[src/rtl/core_pkg.sv]
// Shared core definitions: register file geometry and the writeback request record.
package core_pkg;

  localparam int REG_ADDR_W = 5;
  localparam int REG_DATA_W = 32;
  localparam int NUM_REGS   = 32;

  // x0 is hardwired to zero, so writes to it are dropped and it is never busy
  localparam logic [REG_ADDR_W-1:0] REG_ZERO = 5'd0;

  typedef struct packed {
    logic                  valid;
    logic [REG_ADDR_W-1:0] sel;
    logic [REG_DATA_W-1:0] data;
  } wb_req_t;

endpackage

[src/rtl/regfile_wb_arbiter_if.sv]
// Writeback bus: two requesters competing for the register file write port,
// plus the registered write port itself.
interface regfile_wb_arbiter_if
  import core_pkg::*;
#(
  parameter int ADDR_W = REG_ADDR_W,
  parameter int DATA_W = REG_DATA_W
) ();

  logic              req0_valid;
  logic              req0_ready;
  logic [ADDR_W-1:0] req0_sel;
  logic [DATA_W-1:0] req0_data;

  logic              req1_valid;
  logic              req1_ready;
  logic [ADDR_W-1:0] req1_sel;
  logic [DATA_W-1:0] req1_data;

  logic              rf_w_en;
  logic [ADDR_W-1:0] rf_w_sel;
  logic [DATA_W-1:0] rf_w_data;

  // Requester side (execute / load units) and observer of the write port
  modport master (
    output req0_valid, req0_sel, req0_data,
    input  req0_ready,
    output req1_valid, req1_sel, req1_data,
    input  req1_ready,
    input  rf_w_en, rf_w_sel, rf_w_data
  );

  // Arbiter side
  modport slave (
    input  req0_valid, req0_sel, req0_data,
    output req0_ready,
    input  req1_valid, req1_sel, req1_data,
    output req1_ready,
    output rf_w_en, rf_w_sel, rf_w_data
  );

endinterface

[src/rtl/rr_arb2.sv]
// Two-way round-robin arbiter. On a tie the requester that did not win last
// time is granted; grants are suppressed entirely while en is low.
module rr_arb2 (
  input  logic       clk,
  input  logic       rst_n,
  input  logic       en,
  input  logic [1:0] req,
  output logic [1:0] grant
);

  // Index of the requester granted most recently; resets to 1 so req0 wins the first tie
  logic last_grant;

  // One-hot grant selection from the request pair and the round-robin pointer
  always_comb begin
    grant = 2'b00;
    if (en) begin
      case (req)
        2'b01:   grant = 2'b01;
        2'b10:   grant = 2'b10;
        2'b11:   grant = last_grant ? 2'b01 : 2'b10;
        default: grant = 2'b00;
      endcase
    end
  end

  // Advance the pointer only when a grant is actually issued
  always_ff @(posedge clk) begin
    if (!rst_n) begin
      last_grant <= 1'b1;
    end else if (|grant) begin
      last_grant <= grant[1];
    end
  end

endmodule

[src/rtl/regfile_wb_arbiter.sv]
// Shares the register file write port between the execute and load writeback
// paths, and keeps a per-register pending-write mask for RAW hazard checks.
module regfile_wb_arbiter
  import core_pkg::*;
#(
  parameter int ADDR_W = REG_ADDR_W,
  parameter int DATA_W = REG_DATA_W,
  parameter int NREG   = NUM_REGS
) (
  input  logic              clk,
  input  logic              rst_n,
  input  logic              rf_rdy,
  regfile_wb_arbiter_if.slave wb,
  input  logic              rsv_en,
  input  logic [ADDR_W-1:0] rsv_sel,
  input  logic [ADDR_W-1:0] chk_sel_1,
  input  logic [ADDR_W-1:0] chk_sel_2,
  output logic              chk_busy_1,
  output logic              chk_busy_2,
  output logic              sb_err
);

  wb_req_t r0;
  wb_req_t r1;
  wb_req_t win;
  logic [1:0] grant;
  logic       xfer;
  logic       wr_live;
  logic       rsv_live;

  logic              w_en_q;
  logic [ADDR_W-1:0] w_sel_q;
  logic [DATA_W-1:0] w_data_q;

  logic [NREG-1:0] mask;
  logic [NREG-1:0] mask_nxt;
  logic            err_hit;

  assign r0 = '{valid: wb.req0_valid, sel: wb.req0_sel, data: wb.req0_data};
  assign r1 = '{valid: wb.req1_valid, sel: wb.req1_sel, data: wb.req1_data};

  rr_arb2 u_arb (
    .clk   (clk),
    .rst_n (rst_n),
    .en    (rf_rdy),
    .req   ({r1.valid, r0.valid}),
    .grant (grant)
  );

  assign wb.req0_ready = grant[0];
  assign wb.req1_ready = grant[1];

  assign xfer     = |grant;
  assign win      = grant[1] ? r1 : r0;
  assign wr_live  = xfer && win.valid && (win.sel != REG_ZERO);
  assign rsv_live = rsv_en && rf_rdy && (rsv_sel != REG_ZERO);

  // Register the winning request onto the write port; x0 targets are consumed silently
  always_ff @(posedge clk) begin
    if (!rst_n) begin
      w_en_q   <= 1'b0;
      w_sel_q  <= '0;
      w_data_q <= '0;
    end else begin
      w_en_q <= wr_live;
      if (xfer) begin
        w_sel_q  <= win.sel;
        w_data_q <= win.data;
      end
    end
  end

  assign wb.rf_w_en   = w_en_q;
  assign wb.rf_w_sel  = w_sel_q;
  assign wb.rf_w_data = w_data_q;

  // Next pending mask: clear on write, then set on reservation so a newer writer wins
  always_comb begin
    mask_nxt = mask;
    err_hit  = 1'b0;
    if (wr_live) begin
      mask_nxt[win.sel] = 1'b0;
    end
    if (rsv_live) begin
      mask_nxt[rsv_sel] = 1'b1;
      err_hit = mask[rsv_sel] && !(wr_live && (win.sel == rsv_sel));
    end
    mask_nxt[0] = 1'b0;
  end

  // Pending mask is held empty until the register file has finished clearing
  always_ff @(posedge clk) begin
    if (!rst_n) begin
      mask   <= '0;
      sb_err <= 1'b0;
    end else if (!rf_rdy) begin
      mask <= '0;
    end else begin
      mask <= mask_nxt;
      if (err_hit) begin
        sb_err <= 1'b1;
      end
    end
  end

  assign chk_busy_1 = mask[chk_sel_1];
  assign chk_busy_2 = mask[chk_sel_2];

endmodule

[src/flat_wrapper.sv]
// flat-port wrapper written by rule: the top's interface ports become plain ports
module regfile_wb_arbiter_flat import core_pkg::*;
#(
  parameter int ADDR_W = REG_ADDR_W,
  parameter int DATA_W = REG_DATA_W,
  parameter int NREG   = NUM_REGS
)
  (clk, rst_n, rf_rdy, rsv_en, rsv_sel, chk_sel_1, chk_sel_2, chk_busy_1, chk_busy_2, sb_err, wb_req0_valid, wb_req0_sel, wb_req0_data, wb_req0_ready, wb_req1_valid, wb_req1_sel, wb_req1_data, wb_req1_ready, wb_rf_w_en, wb_rf_w_sel, wb_rf_w_data);
  regfile_wb_arbiter_if #(.ADDR_W(ADDR_W), .DATA_W(DATA_W)) wb_i ();
  input  logic clk;
  input  logic rst_n;
  input  logic rf_rdy;
  input  logic rsv_en;
  input  logic [ADDR_W-1:0] rsv_sel;
  input  logic [ADDR_W-1:0] chk_sel_1;
  input  logic [ADDR_W-1:0] chk_sel_2;
  output logic chk_busy_1;
  output logic chk_busy_2;
  output logic sb_err;
  input wire logic [$bits(wb_i.req0_valid)-1:0] wb_req0_valid;
  input wire logic [$bits(wb_i.req0_sel)-1:0] wb_req0_sel;
  input wire logic [$bits(wb_i.req0_data)-1:0] wb_req0_data;
  output wire logic [$bits(wb_i.req0_ready)-1:0] wb_req0_ready;
  input wire logic [$bits(wb_i.req1_valid)-1:0] wb_req1_valid;
  input wire logic [$bits(wb_i.req1_sel)-1:0] wb_req1_sel;
  input wire logic [$bits(wb_i.req1_data)-1:0] wb_req1_data;
  output wire logic [$bits(wb_i.req1_ready)-1:0] wb_req1_ready;
  output wire logic [$bits(wb_i.rf_w_en)-1:0] wb_rf_w_en;
  output wire logic [$bits(wb_i.rf_w_sel)-1:0] wb_rf_w_sel;
  output wire logic [$bits(wb_i.rf_w_data)-1:0] wb_rf_w_data;
  assign wb_i.req0_valid = wb_req0_valid;
  assign wb_i.req0_sel = wb_req0_sel;
  assign wb_i.req0_data = wb_req0_data;
  assign wb_req0_ready = wb_i.req0_ready;
  assign wb_i.req1_valid = wb_req1_valid;
  assign wb_i.req1_sel = wb_req1_sel;
  assign wb_i.req1_data = wb_req1_data;
  assign wb_req1_ready = wb_i.req1_ready;
  assign wb_rf_w_en = wb_i.rf_w_en;
  assign wb_rf_w_sel = wb_i.rf_w_sel;
  assign wb_rf_w_data = wb_i.rf_w_data;
  regfile_wb_arbiter #(.ADDR_W(ADDR_W), .DATA_W(DATA_W), .NREG(NREG)) u_core (.clk(clk), .rst_n(rst_n), .rf_rdy(rf_rdy), .wb(wb_i), .rsv_en(rsv_en), .rsv_sel(rsv_sel), .chk_sel_1(chk_sel_1), .chk_sel_2(chk_sel_2), .chk_busy_1(chk_busy_1), .chk_busy_2(chk_busy_2), .sb_err(sb_err));
endmodule
[config.mk]
export PLATFORM = sky130hd
export DESIGN_NAME = regfile_wb_arbiter_flat
export DESIGN_NICKNAME = d
export VERILOG_FILES = /design/src/rtl/core_pkg.sv /design/src/rtl/regfile_wb_arbiter_if.sv /design/src/rtl/rr_arb2.sv /design/src/rtl/regfile_wb_arbiter.sv /design/src/flat_wrapper.sv
export SDC_FILE = /design/constraint.sdc
export NUM_CORES = 1
export LEC_CHECK = 0
export ABC_CLOCK_PERIOD_IN_PS = 5300
export BUFFER_PORTS_ARGS = -buffer_cell sky130_fd_sc_hd__buf_4
export CAP_MARGIN = 20
export CORE_ASPECT_RATIO = 1.25
export CORE_UTILIZATION = 55
export DETAILED_ROUTE_END_ITERATION = 8
export PLACE_DENSITY_LB_ADDON = 0.12
export SLEW_MARGIN = 10
export SYNTH_ARGS = -nofsm -noshare
export SYNTH_HDL_FRONTEND = slang
export SYNTH_SLANG_ARGS = --single-unit
[constraint.sdc]
create_clock -name clk -period 5.3 [get_ports clk]
set_input_delay 1.06 -clock clk [delete_from_list [all_inputs] [get_ports clk]]
set_output_delay 1.06 -clock clk [all_outputs]
set_load 0.01 [all_outputs]
* After elaboration in Yosys (flattened, before gate mapping)
Cells that the tools add are included.
Storage, ports and cells: input port bits 95, output and inout port bits 43, register bits after elaboration 72, word-level logic and storage cells 51
Cells by class: reduce and logical (&&, ||, !) cells 14, multiplexer cells 17, equality and inequality tests 4, bitwise operators 3, $lt $le $gt $ge 6
Operators with widths (count):
- $mux W32 | 2
- $mux W38 | 1
- $and A32 B32 Y32 | 1
- $not A32 Y32 | 1
- $or A32 B32 Y32 | 1
- $lt A5 B6 Y1 const B | 4
- $bmux W1 S5 | 3
- $demux W1 S5 | 2
- $ge A5 B1 Y1 const B | 2
- $reduce_bool A5 Y1 | 2
- $logic_and A1 B1 Y1 | 8
- $mux W1 | 6
- $pmux W2 S3 | 1
- $eq A5 B5 Y1 | 1
- $eq A2 B2 Y1 const B | 2
- $mux W2 | 2
- $reduce_and A2 Y1 | 2
- $eq A2 B1 Y1 const B | 1
- $reduce_or A2 Y1 | 1
- $logic_not A1 Y1 | 1

* Longest topological paths before layout
Gate-level depths: netlist of run 1.
depth in word-level cells 13, depth in mapped cells 9, gate-level depth less buffers 6

* Modules after synthesis
Synthesis of run 1 repeated with hierarchy kept, for this count alone.
Unflattened totals: cell total of the unflattened synthesis 460, area total of the unflattened synthesis 4016.4 µm²
By module, submodules not included:
- regfile_wb_arbiter | sequential area each 1401.3 µm², cells each 452, area each 3960.0 µm², instances 1
- rr_arb2 | sequential area each 20.0 µm², cells each 8, area each 56.3 µm², instances 1

* Worst setup path before layout of run 1
OpenSTA, ideal clock, no wires.
path type input to output, start input chk_sel_1[1], end output chk_busy_1, buffers on the path 1, setup slack 1.687 ns, stages on the path 6, data required time 4.240 ns, data arrival time 2.553 ns, cell sequence clkbuf_1 > mux2_2 > nand2_1 > o21ai_0 > mux4_2 > mux2_2
On the way: cells in the longest elaborated chain, start to end 2
Ends and longest elaborated chain:
- start: declaration | line flat_wrapper.sv:15 | input logic [ADDR_W-1:0] chk_sel_1;
- $bmux W1 S5 | line regfile_wb_arbiter.sv:106 | assign chk_busy_1 = mask[chk_sel_1];
- $mux W1 (not written as such) | line regfile_wb_arbiter.sv:106
- end: declaration | line flat_wrapper.sv:17 | output logic chk_busy_1;
Every way passes these cells. The select of a mux whose other input is x is not followed.

* Worst setup path in the final report of run 1
start input chk_sel_1[0], end output chk_busy_1
Same word-level chain as after synthesis.

==> results of run 1 <==
kinds of logic (layout without fill, tap and decap cells):
| group | after synthesis | in the layout |
|---|---|---|
| compound gates | 163 | 163 |
| xor+xnor | 1 | 1 |
| buf+inv | 45 | 164 |
| flops | 71 | 71 |
| mux | 38 | 38 |
| simple gates | 200 | 200 |
per-layer routing:
metal | global-route usage, % | vias to the layer above | wire length, µm
met5 | 0 | - | 0
met4 | 21.5 | 0 | 665
met3 | 8.61 | 65 | 1160
met2 | 56.3 | 260 | 6320
met1 | 37.9 | 2081 | 4570
li1 | - | 2075 | -
area by class of cell:
cell class	count	area share [%]
multi-input combinational	402	46.6
sequential	71	26.5
timing repair buffer	142	19.8
clock buffer	11	2.63
tap	90	2.10
clock inverter	5	1.96
inverter	6	0.419
placed cells by master, fill, tap and decap left out, types with 5 or more instances in the layout:
cell type	netlist	layout
buf_4	1	142
nor2_1	110	110
a21oi_1	101	100
dfxtp_1	71	71
nand2_1	42	42
mux4_2	21	21
o31ai_1	18	18
o21ai_0	16	16
mux2i_1	11	11
nor2b_1	11	11
clkbuf_8	0	10
inv_1	6	6
nor3b_1	6	6
nand2b_1	6	6
mux2_2	5	5
a211oi_1	5	5
nor3_1	5	5
nand3_1	5	5
metrics by stage:
| step | std cells | worst slack, ps | instance area (µm²) |
|---|---|---|---|
| floorplan | 518 | 1690 | 4120 |
| global placement | 711 | 1600 | 5120 |
| detailed placement | 711 | 1540 | 5120 |
| CTS | 727 | 1540 | 5370 |
| global route | 727 | 1480 | 5370 |
| finish | 727 | 1520 | 5370 |
flip-flops by register name, indices dropped and copies added, names as in the netlist:
name	flops
u_core.wb.rf_w_sel	5
u_core.wb.rf_w_data	32
u_core.sb_err	1
u_core.mask	31
u_core.wb.rf_w_en	1
u_core.u_arb.last_grant	1
worst min-delay path by stage:
stage | endpoint | slack (ps) | cells past startpoint
after floorplan | u_core.mask[8] | 460 | 2
after global placement | u_core.wb.rf_w_data[27] | 470 | 2
after detailed placement | u_core.wb.rf_w_data[12] | 480 | 2
after CTS | u_core.mask[6] | 500 | 2
after global routing | u_core.sb_err | 530 | 1
final | u_core.wb.rf_w_data[19] | 490 | 2
worst max-delay path: stages:
cell,delay (ps)
buf_4,180
mux4_2,520
mux4_2,530
mux2_2,280
buf_4,140
power by group:
group,switching (mW),internal [mW]
sequential,0.0128,0.556
clock,0.207,0.326
combinational,0.146,0.127
total,0.366,1.01
==> impl_metrics.toml, run 1 <==
[drt]
via_count = 4481
wl_um = 12700
vias_per_cell = 6.16
drc = 0
antenna_left = 0
first_iter_violations = 388
wl_per_cell_um = 17.5
dr.pass1.iters = 6

[critical_path]
r2r-end = "u_core.mask[4]"
worst_ep_arrival_time_ps = 2720
rrSetupSlack_ps = 2780
r2r_cells = 6
worstSetupStartpoint = "chk_sel_1[0]"
reg2reg_from = "u_core.u_arb.last_grant"
cp-start-kind = "input port"
cp-endpoint = "chk_busy_1"
crit_path_max_fanout = 9
path_class = "in -> out"
worstPathRequired_ps = 4240
end_kind = "output port"

[logic_synthesis]
yosys.area.top_type = "dfxtp_1"
synthAdderAreaFrac_pct = 0
synth_fp_nets = 613
synth_top_family_by_area = "compound AO/OA/AOI/OAI gates"
synth_top_area_share_pct = 34.5
yosysMostFrequentCell = "nor2_1"
synth_edf_count = 0
synth_compound_area_share_pct = 23.2
synthFlopType = "dfxtp_1"
yosysWarnings = 0
synthTopCellsByArea = "dfxtp_1 35%, a21oi_1 12%, mux4_2 11%, nor2_1 10%, nand2_1 3.8%"
synth_area_per_cell_um2 = 7.94
synth-seq-area-share_pct = 34.5
synthesis.area_um2 = 4120
synthMuxAreaShare_pct = 15.9
synthTopCellsByCount = "110 x nor2_1, 101 x a21oi_1, 71 x dfxtp_1"
async_flop_share_pct = 0
ys_ff_latch = 71
synthCells = 518
synthSimpleGateAreaFrac_pct = 21.3
synth_xor_xnor_area_share_pct = 0.213
synth.distinct_cells = 48

[placed_design]
io_buffers = 137
place_congestion = 0.921
dp_hpwl_um = 9340

[floorplan]
die_h_um = 98.7
die_area_um2 = 7830
initial_core_util_pct = 57.9
die_w_um = 79.4
core_area_um2 = 7100
io_pins = 138
rows = 34

[grt]
global_route.usage.total_pct = 33.8
grt_max_degree = 53
antenna_found_initial = 0
grt_pass1_vias = 4319
grt_pass1_wl_um = 20700
grt_overflow = 0

[layout]
diodes = 0
nFillCells = 537
final_nets = 727
regArea_um2 = 1420
multi_input_area_um2 = 2500
drive_gt1_share_pct = 30.0
area_growth_pct = 30.5
finish.utilization_pct = 75.6

[cts]
clk_pin_slew_ps = 70
htreeDepth = 3
clk-insertion-delay-late_ps = 340
ctsResizeCount = 0
cts_buffer_depth = 2
cts-root-buf = "clkbuf_8"
cts_tree = "done"
postCtsSetupRepairBufs = 0
cts_made_buffers = 9
cts-hold-fix-buffers = 0
clkSinkCount = 71

[sta]
hold_slack_ps = 494
tns_ps = 0
hold_viol_final = 0
slew_headroom_pct = 28.2
setup_viol = 0
slew_violations = 0
clock.fmax_mhz = 265
rsz0062_at_grt = "no"
tightest_slew_ps = 1070
period_minus_slack_ps = 3780
timing.final.crit_share_pct = 71.3
fin_skew_ps = 8.45

[power_and_ir_drop]
power.leakage_nw = 2.16
power_mw = 1.37
power_density_nw_per_um2 = 256
irDropWorstVdd_v = 0.000207

[status]
run_status = "complete, no violations"

[min_path]
hp-start = "u_core.wb.rf_w_data[19]"
hp-class = "reg -> reg"

[job]
drv_cap = 0
Note: power is estimated with default switching activity, not from simulation.
==> inputs of run 2 (changes only) <==
ABC_CLOCK_PERIOD_IN_PS = 3400   (was 5300)
CORE_UTILIZATION = 46   (was 55)
clock period = 3.4 ns   (was 5.3 ns; I/O delays follow)
==> impl_metrics.toml, run 2 (synthesized netlist as in run 1, its figures left out) <==
[drt]
drc = 0
wl_per_cell_um = 17.5
antenna_left = 0
route.met3.wl_um = 1090
top_layer_used = "met4"
wl_met1_um = 5030
vias_per_cell = 5.79
wl_um = 13300
via_count = 4386
dr.pass1.iters = 5
first_iter_violations = 262
route.met2.wl_um = 6610

[floorplan]
initial_core_util_pct = 47.3
die_h_um = 108
io_pins = 138
core_area_um2 = 8700
die_area_um2 = 9330
die_w_um = 86.6
rows = 38

[critical_path]
rrSetupSlack_ps = 1170
reg2reg_from = "u_core.u_arb.last_grant"
r2r_cells = 6
cp-start-kind = "input port"
crit_path_top_delay_cell = "mux4_2"
path_class = "in -> out"
r2r-end = "u_core.mask[4]"
timing.critical_path.buf_inv = 2
crit_path_max_fanout = 9
slowest_delay_ps = 530
path_cells = "buf_4 -> mux4_2 -> mux4_2 -> mux2_2 -> buf_4"
worst_ep_arrival_time_ps = 2300
end_kind = "output port"
critPathTopFamily = "multiplexers"
worstPathRequired_ps = 2720

[layout]
nFillCells = 794
multi_input_area_um2 = 2500
largest_reg_flops = 32
final_nets = 728
drive_gt1_share_pct = 30.3
final_common_cell = "buf_4"
finish.utilization_pct = 61.7
fin_area_um2 = 5370
diodes = 0
instances_no_fill = 758
layout.cells.most_common_list = "143 x buf_4, 110 x nor2_1, 100 x a21oi_1, 71 x dfxtp_1, 42 x nand2_1"
area_growth_pct = 30.4
regArea_um2 = 1420

[sta]
slew_violations = 0
fin_ws_ps = 424
hold_slack_ps = 496
fin_skew_ps = 5.05
rsz0062_at_grt = "no"
slew_headroom_pct = 28.3
tightest_slew_ps = 1070
setup_viol = 0
clock.fmax_mhz = 336
timing.final.crit_share_pct = 87.5
hold_viol_final = 0
tns_ps = 0
period_minus_slack_ps = 2980

[cts]
cts_buffer_depth = 2
cts-hold-fix-buffers = 0
cts_made_buffers = 9
ctsResizeCount = 0
cts_tree = "done"
postCtsSetupRepairBufs = 0
cts-root-buf = "clkbuf_8"
htreeDepth = 3
clkSinkCount = 71
clk-insertion-delay-late_ps = 360
clk_pin_slew_ps = 70

[status]
run_status = "complete, no violations"

[placed_design]
dp.cells = 742
io_buffers = 137
dpl_cell_area_um2 = 5170
place_congestion = 0.851
dp_slack_ps = 411
dp_hpwl_um = 9830

[job]
drv_cap = 0

[grt]
grt_overflow = 0
antenna_found_initial = 0
grt_pass1_wl_um = 21600
global_route.usage.total_pct = 30.2
grt_max_degree = 42
grt_pass1_vias = 4367

[min_path]
whs_path_depth = 2
hold_end = "u_core.wb.rf_w_data[30]"
hp-start = "u_core.wb.rf_w_data[30]"
hp-class = "reg -> reg"

[power_and_ir_drop]
power.leakage_nw = 2.15
power_mw = 2.00
power_density_nw_per_um2 = 372
irDropWorstVdd_v = 0.000234
run 2: cell count changes in the layout (fill, tap and decap cells not counted), sizes merged:
cell | before | now
clkinv | 0 | 3
clkbuf | 11 | 10
bufinv | 3 | 1
buf | 142 | 143
run 2: cell type report:
| class | count | share of cell area (%) |
|---|---|---|
| Sequential cell | 71 | 26.5 |
| Clock buffer | 10 | 2.56 |
| Tap cell | 120 | 2.80 |
| Multi-Input combinational cell | 402 | 46.6 |
| Clock inverter | 6 | 1.12 |
| Inverter | 6 | 0.420 |
| Timing Repair Buffer | 143 | 20.0 |
run 2: tightest hold or removal path: stages (launching register included):
cell and delay (ps):
dfxtp_1 330, a21oi_1 60, nor2_1 70
run 2: per-layer routing:
metal / vias to the layer above / global-route usage (%)
met1: 2037 / 33.6
met3: 53 / 9.05
met5: - / 0
li1: 2075 / -
met4: 0 / 16.9
met2: 221 / 51.1
run 2: report_power, final:
part	switching, mW	internal, mW
clock network	0.328	0.355
logic	0.229	0.198
registers	0.0203	0.866
run 2: worst max path at each step:
| stage | startpoint | end | slack [ps] | cells after the start |
|---|---|---|---|---|
| final | chk_sel_2[0] | chk_busy_2 | 420 | 5 |
| after global routing | chk_sel_2[0] | chk_busy_2 | 360 | 5 |
| after CTS | chk_sel_2[0] | chk_busy_2 | 410 | 5 |
| after detailed placement | chk_sel_2[0] | chk_busy_2 | 410 | 5 |
| after global placement | chk_sel_2[0] | chk_busy_2 | 460 | 5 |
| after floorplan | chk_sel_1[1] | chk_busy_1 | 550 | 6 |
==> inputs of run 3 (changes only) <==
CELL_PAD_IN_SITES_DETAIL_PLACEMENT = 2   (was not set)
CELL_PAD_IN_SITES_GLOBAL_PLACEMENT = 2   (was not set)
CORE_UTILIZATION = 25   (was 46)
==> impl_metrics.toml, run 3 (synthesized netlist as in run 1, its figures left out) <==
[sta]
hold_viol_final = 0
fin_skew_ps = 4.51
slew_headroom_pct = 29.2
tns_ps = 0
tightest_slew_ps = 1050
period_minus_slack_ps = 2980
fin_ws_ps = 417
rsz0062_at_grt = "no"
setup_viol = 0
slew_violations = 0
timing.final.crit_share_pct = 87.7
clock.fmax_mhz = 335

[drt]
wl_per_cell_um = 20.7
antenna_left = 0
vias_per_cell = 5.20
drc = 0
first_iter_violations = 230
wl_um = 17600
via_count = 4432
dr.pass1.iters = 4

[cts]
clk-insertion-delay-late_ps = 340
clk_pin_slew_ps = 50
cts_made_buffers = 9
htreeDepth = 3
postCtsSetupRepairBufs = 0
cts-root-buf = "clkbuf_16"
clkSinkCount = 71
cts-hold-fix-buffers = 0
ctsResizeCount = 0
cts_buffer_depth = 2
cts_tree = "done"

[floorplan]
core_area_um2 = 16100
io_pins = 138
initial_core_util_pct = 25.5
die_area_um2 = 17000
die_w_um = 117
die_h_um = 145
rows = 52

[power_and_ir_drop]
p_comb_share_pct = 20.1
switching_share_pct = 27.9
power.leakage_nw = 2.19
power_frac_clock_pct = 40.0
power.share.sequential_pct = 39.8
irDropWorstVdd_v = 0.000180
power_density_nw_per_um2 = 400
netSwitchingPower_mw = 0.623
p_int_mw = 1.61

[layout]
nFillCells = 1931
largest_reg_flops = 32
final_common_cell = "buf_4"
drive_gt1_share_pct = 30.0
area_growth_pct = 35.3
layout.cells.most_common_list = "144 x buf_4, 110 x nor2_1, 100 x a21oi_1, 71 x dfxtp_1, 42 x nand2_1"
final_nets = 729
diodes = 0

[critical_path]
worst_ep_arrival_time_ps = 2300
crit_path_max_fanout = 9
end_kind = "output port"
worstPathRequired_ps = 2720
worstSetupStartpoint = "chk_sel_1[0]"
cp-endpoint = "chk_busy_1"
rrSetupSlack_ps = 1180
reg2reg_from = "u_core.u_arb.last_grant"
path_class = "in -> out"
r2r-end = "u_core.mask[8]"
cp-start-kind = "input port"
r2r_cells = 6

[placed_design]
io_buffers = 137
dp_hpwl_um = 13200
place_congestion = 0.798
dp_slack_ps = 396

[grt]
global_route.usage.total_pct = 21.7
grt_pass1_vias = 4786
grt_pass1_wl_um = 27400
antenna_found_initial = 0
grt_max_degree = 44
grt_overflow = 0

[job]
drv_cap = 0

[status]
run_status = "complete, no violations"

[min_path]
hp-class = "reg -> reg"
## run 3: changes by cell type in the layout (fill, tap and decap cells not counted)
cell	delta
clkinv_2	-2
bufinv_16	-1
clkbuf_8	-7
clkbuf_16	+9
clkinvlp_4	-2
buf_4	+1
## run 3: metrics by stage
| stage | hold slack (ps) | power (mW) | area, µm² | utilization (%) | std cells |
|---|---|---|---|---|---|
| 2_1_floorplan | 464 | 1.13 | 4120 | - | 518 |
| 3_3_place_gp | 467 | 1.35 | 5300 | 32.8 | 839 |
| 3_5_place_dp | 481 | 1.36 | 5300 | 32.8 | 839 |
| 4_1_cts | 495 | 2.27 | 5570 | 34.5 | 852 |
| 5_1_grt | 522 | 2.34 | 5570 | 34.5 | 852 |
| 6_report | 492 | 2.23 | 5570 | 34.5 | 852 |
## run 3: worst max-delay path, stage by stage
cell and delay [ps]:
buf_4 180, mux4_2 530, mux4_2 490, mux2_2 280
buf_4 140
## run 3: worst min-delay path by stage
stage / slack, ps / endpoint / from / cells after the start
floorplan: 460 / u_core.mask[8] / u_core.mask[8] / 2
global placement: 470 / u_core.wb.rf_w_data[13] / u_core.wb.rf_w_data[13] / 2
detailed placement: 480 / u_core.wb.rf_w_data[7] / u_core.wb.rf_w_data[7] / 2
CTS: 490 / u_core.wb.rf_w_data[7] / u_core.wb.rf_w_data[7] / 2
global route: 520 / u_core.wb.rf_w_data[20] / u_core.wb.rf_w_data[20] / 2
finish: 490 / u_core.wb.rf_w_data[17] / u_core.wb.rf_w_data[17] / 2
## run 3: area by class of cell
type | count | area (µm²) | share of cell area [%]
clock buffer | 12 | 267 | 4.79
clock inverter | 1 | 5.00 | 0.0899
inverter | 6 | 22.5 | 0.404
multi-input combinational | 402 | 2500 | 44.9
sequential | 71 | 1420 | 25.5
tap | 216 | 270 | 4.85
timing repair buffer | 144 | 1080 | 19.4
## run 3: per-layer routing
| metal | track usage, % | wire length (µm) |
|---|---|---|
| met5 | 0 | 0 |
| met3 | 5.96 | 1020 |
| met4 | 7.28 | 370 |
| met2 | 38.3 | 9150 |
| met1 | 24.7 | 7060 |
## run 3: power groups by stage
stage | registers (mW) | logic [mW] | clock network, mW
floorplan | 0.918 | 0.212 | 0
global placement | 0.904 | 0.444 | 0
detailed placement | 0.906 | 0.456 | 0
CTS | 0.889 | 0.457 | 0.927
global route | 0.892 | 0.490 | 0.962
finish | 0.889 | 0.449 | 0.892
